`config.mk`:
```
export PLATFORM = sky130hd
export DESIGN_NAME = alu_pipe
export DESIGN_NICKNAME = d
export VERILOG_FILES = /design/src/rtl/alu_pkg.sv /design/src/rtl/alu_mul_serial.sv /design/src/rtl/alu_pipe.sv
export SDC_FILE = /design/constraint.sdc
export NUM_CORES = 1
export LEC_CHECK = 0
export CORE_MARGIN = 3
export CORE_UTILIZATION = 60
export DETAILED_ROUTE_END_ITERATION = 10
export PLACE_DENSITY = 0.79
export SLEW_MARGIN = 10
export SYNTH_ARGS = -nofsm -noshare
export SYNTH_HDL_FRONTEND = slang
export SYNTH_SLANG_ARGS = --single-unit
```
`constraint.sdc`:
```
create_clock -name clk -period 4.95 [get_ports clk]
set_clock_uncertainty 0.05 [all_clocks]
set_input_delay 0.495 -clock clk [delete_from_list [all_inputs] [get_ports clk]]
set_output_delay 0.495 -clock clk [all_outputs]
set_load 0.02 [all_outputs]
```
`src/rtl/alu_pkg.sv`:
```
// Shared constants for the pipelined ALU: opcodes, FSM encoding and flag layout.
package alu_pkg;

  localparam logic [3:0] OP_ADD = 4'b0000;
  localparam logic [3:0] OP_SUB = 4'b0001;
  localparam logic [3:0] OP_AND = 4'b0010;
  localparam logic [3:0] OP_OR  = 4'b0011;
  localparam logic [3:0] OP_NOT = 4'b0100;
  localparam logic [3:0] OP_XOR = 4'b0101;
  localparam logic [3:0] OP_SHL = 4'b0110;
  localparam logic [3:0] OP_SHR = 4'b0111;
  localparam logic [3:0] OP_MUL = 4'b1000;

  localparam logic [1:0] ST_IDLE = 2'd0;
  localparam logic [1:0] ST_BUSY = 2'd1;
  localparam logic [1:0] ST_DONE = 2'd2;

  localparam int FLAG_Z   = 0;
  localparam int FLAG_N   = 1;
  localparam int FLAG_C   = 2;
  localparam int FLAG_V   = 3;
  localparam int FLAG_ERR = 4;

  typedef logic [4:0] flags_t;

  function automatic flags_t pack_flags(input logic err, input logic v, input logic c,
                                        input logic n, input logic z);
    flags_t f;
    f           = '0;
    f[FLAG_ERR] = err;
    f[FLAG_V]   = v;
    f[FLAG_C]   = c;
    f[FLAG_N]   = n;
    f[FLAG_Z]   = z;
    return f;
  endfunction

endpackage

```
`src/rtl/alu_mul_serial.sv`:
```
// Unsigned shift-add multiplier: one partial product per cycle, WIDTH steps in total,
// the first step taken on the start edge so done pulses WIDTH-1 cycles after start.
module alu_mul_serial
  import alu_pkg::*;
#(
  parameter int WIDTH = 8
) (
  input  logic                 clk,
  input  logic                 rst,
  input  logic                 start,
  input  logic [WIDTH-1:0]     a,
  input  logic [WIDTH-1:0]     b,
  output logic                 done,
  output logic [2*WIDTH-1:0]   product
);

  localparam int CW = $clog2(WIDTH);

  logic [2*WIDTH-1:0] mcand;
  logic [WIDTH-1:0]   mplier;
  logic [CW-1:0]      cnt;
  logic               busy;

  logic [2*WIDTH-1:0] mc_cur;
  logic [2*WIDTH-1:0] acc_cur;
  logic [WIDTH-1:0]   mp_cur;

  // On start the operands bypass the registers so step one happens immediately
  always_comb begin
    mc_cur  = start ? {{WIDTH{1'b0}}, a} : mcand;
    mp_cur  = start ? b : mplier;
    acc_cur = start ? '0 : product;
  end

  always_ff @(posedge clk) begin
    if (rst) begin
      mcand   <= '0;
      mplier  <= '0;
      product <= '0;
      cnt     <= '0;
      busy    <= 1'b0;
      done    <= 1'b0;
    end else if (start || busy) begin
      product <= acc_cur + (mp_cur[0] ? mc_cur : '0);
      mcand   <= mc_cur << 1;
      mplier  <= mp_cur >> 1;
      cnt     <= start ? CW'(1) : cnt + CW'(1);
      busy    <= start ? 1'b1 : (cnt != CW'(WIDTH - 1));
      done    <= !start && (cnt == CW'(WIDTH - 1));
    end else begin
      done <= 1'b0;
    end
  end

endmodule

```
`src/rtl/alu_pipe.sv`:
```
// Handshaked ALU: single-cycle ops register at accept, MUL runs on the serial
// multiplier; the result is held in DONE until the consumer takes it.
module alu_pipe
  import alu_pkg::*;
#(
  parameter int WIDTH = 8
) (
  input  logic             clk,
  input  logic             rst,
  input  logic             in_valid,
  output logic             in_ready,
  input  logic [WIDTH-1:0] A,
  input  logic [WIDTH-1:0] B,
  input  logic [3:0]       ALU_Sel,
  output logic             out_valid,
  input  logic             out_ready,
  output logic [WIDTH-1:0] ALU_Out,
  output logic [4:0]       flags
);

  logic [1:0]         state;
  logic [WIDTH-1:0]   res;
  logic [WIDTH:0]     wide;
  logic [WIDTH:0]     b_ext;
  logic               res_c;
  logic               res_v;
  logic               res_err;
  logic               mul_start;
  logic               mul_done;
  logic [2*WIDTH-1:0] mul_product;
  logic [WIDTH-1:0]   mul_lo;

  assign in_ready  = (state == ST_IDLE);
  assign out_valid = (state == ST_DONE);
  assign mul_start = !rst && in_ready && in_valid && (ALU_Sel == OP_MUL);
  assign mul_lo    = mul_product[WIDTH-1:0];

  alu_mul_serial #(.WIDTH(WIDTH)) u_mul (
    .clk     (clk),
    .rst     (rst),
    .start   (mul_start),
    .a       (A),
    .b       (B),
    .done    (mul_done),
    .product (mul_product)
  );

  // Carry/borrow falls out of the extra top bit of the widened add/sub
  always_comb begin
    res     = '0;
    wide    = '0;
    res_c   = 1'b0;
    res_v   = 1'b0;
    res_err = 1'b0;
    b_ext   = {1'b0, B};
    case (ALU_Sel)
      OP_ADD: begin
        wide  = {1'b0, A} + {1'b0, B};
        res   = wide[WIDTH-1:0];
        res_c = wide[WIDTH];
        res_v = (A[WIDTH-1] == B[WIDTH-1]) && (res[WIDTH-1] != A[WIDTH-1]);
      end
      OP_SUB: begin
        wide  = {1'b0, A} - {1'b0, B};
        res   = wide[WIDTH-1:0];
        res_c = wide[WIDTH];
        res_v = (A[WIDTH-1] != B[WIDTH-1]) && (res[WIDTH-1] != A[WIDTH-1]);
      end
      OP_AND: res = A & B;
      OP_OR:  res = A | B;
      OP_NOT: res = ~A;
      OP_XOR: res = A ^ B;
      OP_SHL: res = (b_ext >= (WIDTH+1)'(WIDTH)) ? '0 : A << B;
      OP_SHR: res = (b_ext >= (WIDTH+1)'(WIDTH)) ? '0 : A >> B;
      OP_MUL: res = '0;
      default: res_err = 1'b1;
    endcase
  end

  always_ff @(posedge clk) begin
    if (rst) begin
      state   <= ST_IDLE;
      ALU_Out <= '0;
      flags   <= '0;
    end else begin
      case (state)
        ST_IDLE: begin
          if (in_valid) begin
            if (ALU_Sel == OP_MUL) begin
              state <= ST_BUSY;
            end else begin
              state   <= ST_DONE;
              ALU_Out <= res;
              flags   <= pack_flags(res_err, res_v, res_c, res[WIDTH-1], res == '0);
            end
          end
        end
        ST_BUSY: begin
          if (mul_done) begin
            state   <= ST_DONE;
            ALU_Out <= mul_lo;
            flags   <= pack_flags(1'b0, 1'b0, |mul_product[2*WIDTH-1:WIDTH],
                                  mul_lo[WIDTH-1], mul_lo == '0);
          end
        end
        ST_DONE: begin
          if (out_ready) state <= ST_IDLE;
        end
        default: state <= ST_IDLE;
      endcase
    end
  end

endmodule

```
Word level (Yosys, flattened, before mapping). Cells that the tools add are included.

Bits in registers: 58. Input port bits: 24. Output and inout bits: 15.

Add/sub/neg operators: 4. $lt $le $gt $ge: 1. Eq/ne operators: 20. Shift operators: 2. Multiplexer cells: 25. Bitwise logic cells: 5. Reductions and logical operators: 19.

Operators by type and width (count): 8-bit case mux with 8 select lines (1); 16-bit 2-to-1 mux (3); 8-bit 2-to-1 mux (6); 16-bit adder (1); 4-bit by 3-bit == test with 1-bit output, second input constant (4); 8-bit zero test (2); 8-bit case mux with 2 select lines (1); 8-bit OR reduction (2); 5-bit 2-to-1 mux (3); 5-bit case mux with 2 select lines (1); 8-bit by 8-bit adder with 9-bit output (1); 8-bit by 8-bit subtractor with 9-bit output (1); 8-bit AND (1); 4-bit by 2-bit == test with 1-bit output, second input constant (2); 8-bit by 4-bit >= comparator with 1-bit output, second input constant (1); 2-bit 2-to-1 mux (4); 8-bit NOT (1); 8-bit OR (1); 8-bit by 8-bit left shift with 8-bit output (1); 8-bit by 8-bit right shift with 8-bit output (1); 8-bit bitwise XOR (1); 1-bit logical AND (6); 2-bit case mux with 3 select lines (1); 4-bit by 1-bit == test with 1-bit output, second input constant (1); other kinds (22) (29).

Longest topological paths before layout.
Depth in word-level cells: 7. Depth in mapped cells: 17. Depth with buffers taken out: 14.

Cells and area by module. A second synthesis with hierarchy kept.

Cell total of the unflattened synthesis: 674. Area total of the unflattened synthesis: 5202.5 um^2.

By module, submodules not included: alu_mul_serial (times used 1, cells each 335, area an instance 2687.6 um^2, sequential area each 860.8 um^2); alu_pipe (times used 1, cells each 339, area an instance 2514.9 um^2, sequential area each 280.3 um^2).

Worst setup path before layout. No wires, ideal clock.

Kind: input -> register. Start: input port ALU_Sel[1]. End: register u_mul.product[13]. Arrival: 3.802 ns. Data required time: 4.794 ns. Path slack: 0.992 ns. Cell stages on the path: 15. Buffers on the path: 3. Cells stage by stage: clkbuf_1 nor4b_1 nand2_1 nor3_1 nand2_1 clkbuf_1 clkbuf_1 o21ai_0 ha_1 a21o_1 a21oi_1 o21ai_0 a31oi_1 o21ai_0 o311ai_0.

Longest elaborated chain between the ends: 5. Elaborated cells on any way between the ends: 8. Those cells by class: 1 x add/sub; 1 x eq/ne; 4 x mux; 2 x reduce/logical.

Ends and longest elaborated chain: start, declared (line alu_pipe.sv:14) `input logic [3:0] ALU_Sel,`; 4-bit == test (*) (line alu_pipe.sv:35) `assign mul_start = !rst && in_ready && in_valid && (ALU_Sel == OP_MUL);`; 1-bit logical AND (*) (line alu_pipe.sv:35); 16-bit 2-to-1 mux / 8-bit 2-to-1 mux (equally long branches) (line alu_mul_serial.sv:30, alu_mul_serial.sv:31); 16-bit 2-to-1 mux (line alu_mul_serial.sv:44) `product <= acc_cur + (mp_cur[0] ? mc_cur : '0);`; 16-bit adder (line alu_mul_serial.sv:44); end signal, assigned (line alu_mul_serial.sv:44); end, declared (line alu_mul_serial.sv:14) `output logic [2*WIDTH-1:0] product`.

Mark *: on every way between the ends. The rest lies on a longest branch, timed or not. A chain may end at the register's enable or synchronous reset.

Final worst setup path. Ends and elaborated chain as after synthesis.

==> qor.txt <==
simple-gate share of the synthesized area: 0.244
Sw Pwr: 381 uW
Core Footprint: 7970 sq um
CTS max path bufs: 2
clock root cell: clkbuf_8
Die Wd: 98.2 microns
Detail Route Antenna Nets: 0
CP Capture Type: flop
unrepaired setup endpoints after global routing: false
worst slew pin tran: 1.12 ns
number of cells after detailed placement: 763
top cell type's share of synthesized area: 0.224
Post-Synth XOR/XNOR Area: 0.0223
Via Count: 5135
most frequent cell after synthesis: nand2_1
vias per cell: 6.59
Crit path max-delay family: simple AND/OR/NAND/NOR gates
latest clock arrival within the worst-skew pair: 0.35 ns
Seq/Total Area, Yosys: 0.224
crit-path max FO: 27
Post-DP HPWL: 11000 microns
post-synthesis mux area share: 0.100
I/O Buffers: 38
Final Slew Violations: 0
max_slew headroom: 0.248
clock share of power: 0.367
chip height: 98.2 microns
Critical Path RT: 5.13 ns
# clock sinks: 57
max-cap violations: 0
number of distinct library cells after synthesis: 69
largest family of logic cells by synthesized area: simple AND/OR/NAND/NOR gates
Cell Area, Synth: 5100 sq um
pre-CTS setup slack: 0.259 ns
largest net degree at the start of global routing: 49
final setup TNS: 0 ns
layout cells sized above 1: 0.0857
H-tree Lvls: 3
LEAKAGE: 0.00223 uW
slowest CP cell: nor4b_1
status: finished clean
WL final: 14800 microns
final setup violation count: 0
top_reg_cell synth: dfxtp_1
Congestion Overflow GR: 0
nets: 741
row count: 32
postcts setup bufs: 0
syn avg cell area: 7.86 sq um
fmax: 226 MHz
crit path cell chain: clkdlybuf4s50_1 > nor4b_1 > nand2_1 > nor3_1 > nand2_1 > buf_4 > o31ai_1 > ha_1 > o21a_1 > o21ai_0 > nand2b_1 > a31oi_1 > o21ai_0 > o311ai_0
Worst path max stage delay: 0.66 ns
DRC: 0
Min Clock Period, post-route: 4.42 ns
adder-cell share of the synthesized area: 0.115
clock slew seen by the registers of the worst setup and hold paths: 0.07 ns
startpoint types: primary input
worst hold path class: flop to flop
GRT Resource Usage Total: 0.306
global-route wire length before repair: 24100 microns
initial DRC count: 320
DR WL/cell: 18.9 microns
IO Pins: 39
Cell Count, Final, Fillers Out: 779
area leader, netlist: dfxtp_1
Pint: 819 uW
fin crit share: 0.893
sequential power share: 0.399
warnings from Yosys: 0
Die Area: 9640 sq um
Async SR Flop Fraction: 0
CTS Buf Count: 9
cts-stage hold buffer count: 0
Layout area overhead: 13.1%
pwr dens: 208 nW/um^2
Syn Nets: 718
critical path data arrival time: 4.60 ns
gpl congestion: 0.991
initial core utilization: 0.640
Max rail drop VDD: 0.000137 V
worst setup margin: 0.529 ns
post-CTS resize count: 0
Post-synth EDFFs: 0
vias in the first global route: 4831
initial antenna violation count: 0
Fin. Hold Viols: 0
first drt pass iteration count: 5
register bit count reported by yosys: 57
worst path buffer plus inverter count: 2
Compound-Gate Fraction of Synth Area: 0.238
Inserted Diodes: 0
Syn Inst Count: 649
Synth area leaders: dfxtp_1 (22%), ha_1 (10%), mux2i_1 (5.1%)
final hold slack: 0.401 ns
TritonCTS clock tree: built
combinational power share: 0.234
Crit Path Category: primary input to flop
switch share: 0.317
top cells by count, synth: nand2_1 (69), dfxtp_1 (57), nor2_1 (50), a21oi_1 (49), ha_1 (42)
[layer usage]
layer | routed length, microns | vias to the layer above | track usage
li1 | - | 2459 | -
met5 | 0 | - | 0
met2 | 6940 | 236 | 0.513
met3 | 1160 | 31 | 0.0579
met4 | 345 | 0 | 0.0987
met1 | 6320 | 2409 | 0.398
[worst reg2reg max path: cells and delay by family (launching register included)]
family	cells	cell delay, ns
AO/OA/AOI/OAI	6	1.37
adder cells (fa/ha/maj)	2	0.66
AND/OR/NAND/NOR	3	0.55
flip-flops	1	0.48
buffers and inverters	1	0.33
[worst paths after layout]
| check | slack (ns) | cells past startpoint | start | endpoint |
|---|---|---|---|---|
| worst max-delay path | 0.53 | 14 | ALU_Sel[1] | u_mul.product[13] |
| worst min-delay path | 0.40 | 2 | ALU_Out[2] | ALU_Out[2] |
| worst max register to register | 1.42 | 12 | state[0] | u_mul.product[10] |
| worst min register to register | 0.40 | 2 | ALU_Out[2] | ALU_Out[2] |
[registers in the layout, summed over array words and instances (netlist names), 2 cells and up]
signal	count
u_mul.product	16
ALU_Out	7
u_mul.cnt	3
u_mul.mcand	15
state	2
u_mul.mplier	7
flags	5
[layout make-up]
| cell class | count | area [sq um] |
|---|---|---|
| Multi-Input combinational cell | 519 | 3670 |
| Fill cell | 652 | 2200 |
| Sequential cell | 57 | 1140 |
| Timing Repair Buffer | 59 | 538 |
| Tap cell | 102 | 128 |
| Clock buffer | 9 | 124 |
| Inverter | 26 | 97.6 |
| Clock inverter | 7 | 71.3 |
[per-stage QoR]
step / area (sq um) / total power (uW) / utilization
CTS: 5770 / 1200 / 0.724
detailed placement: 5570 / 763 / 0.699
global placement: 5570 / 758 / 0.699
finish: 5770 / 1200 / 0.724
global route: 5770 / 1250 / 0.724
floorplan: 5100 / 667 / -
[layout by cell type (no fill, tap or decap), types with 16 or more instances in the layout]
master	count
dfxtp_1	57
inv_1	25
ha_1	42
nand3_1	22
buf_4	21
mux2i_1	26
clkdlybuf4s50_1	38
nor3_1	16
nand2_1	69
o21ai_0	24
a21oi_1	49
nor2_1	50
a211oi_1	22
[cells by family (layout without fill, tap and decap cells)]
| group | count (synthesis) | in the layout |
|---|---|---|
| and+or+nand+nor | 244 | 244 |
| AOI/OAI and AO/OA | 179 | 179 |
| buffers and inverters | 73 | 101 |
| DFF | 57 | 57 |
| adders and majority gates | 45 | 45 |
| muxes | 38 | 38 |
| xor gates and xnor gates | 13 | 13 |
[power groups by stage]
stage | sequential [uW] | combinational, uW | clock, uW
after detailed placement | 489 | 275 | 0
after global routing | 479 | 303 | 467
after global placement | 488 | 270 | 0
final | 478 | 281 | 440
after CTS | 478 | 276 | 446
after floorplan | 494 | 173 | 0
No activity file was read; power rests on OpenSTA's default activity.
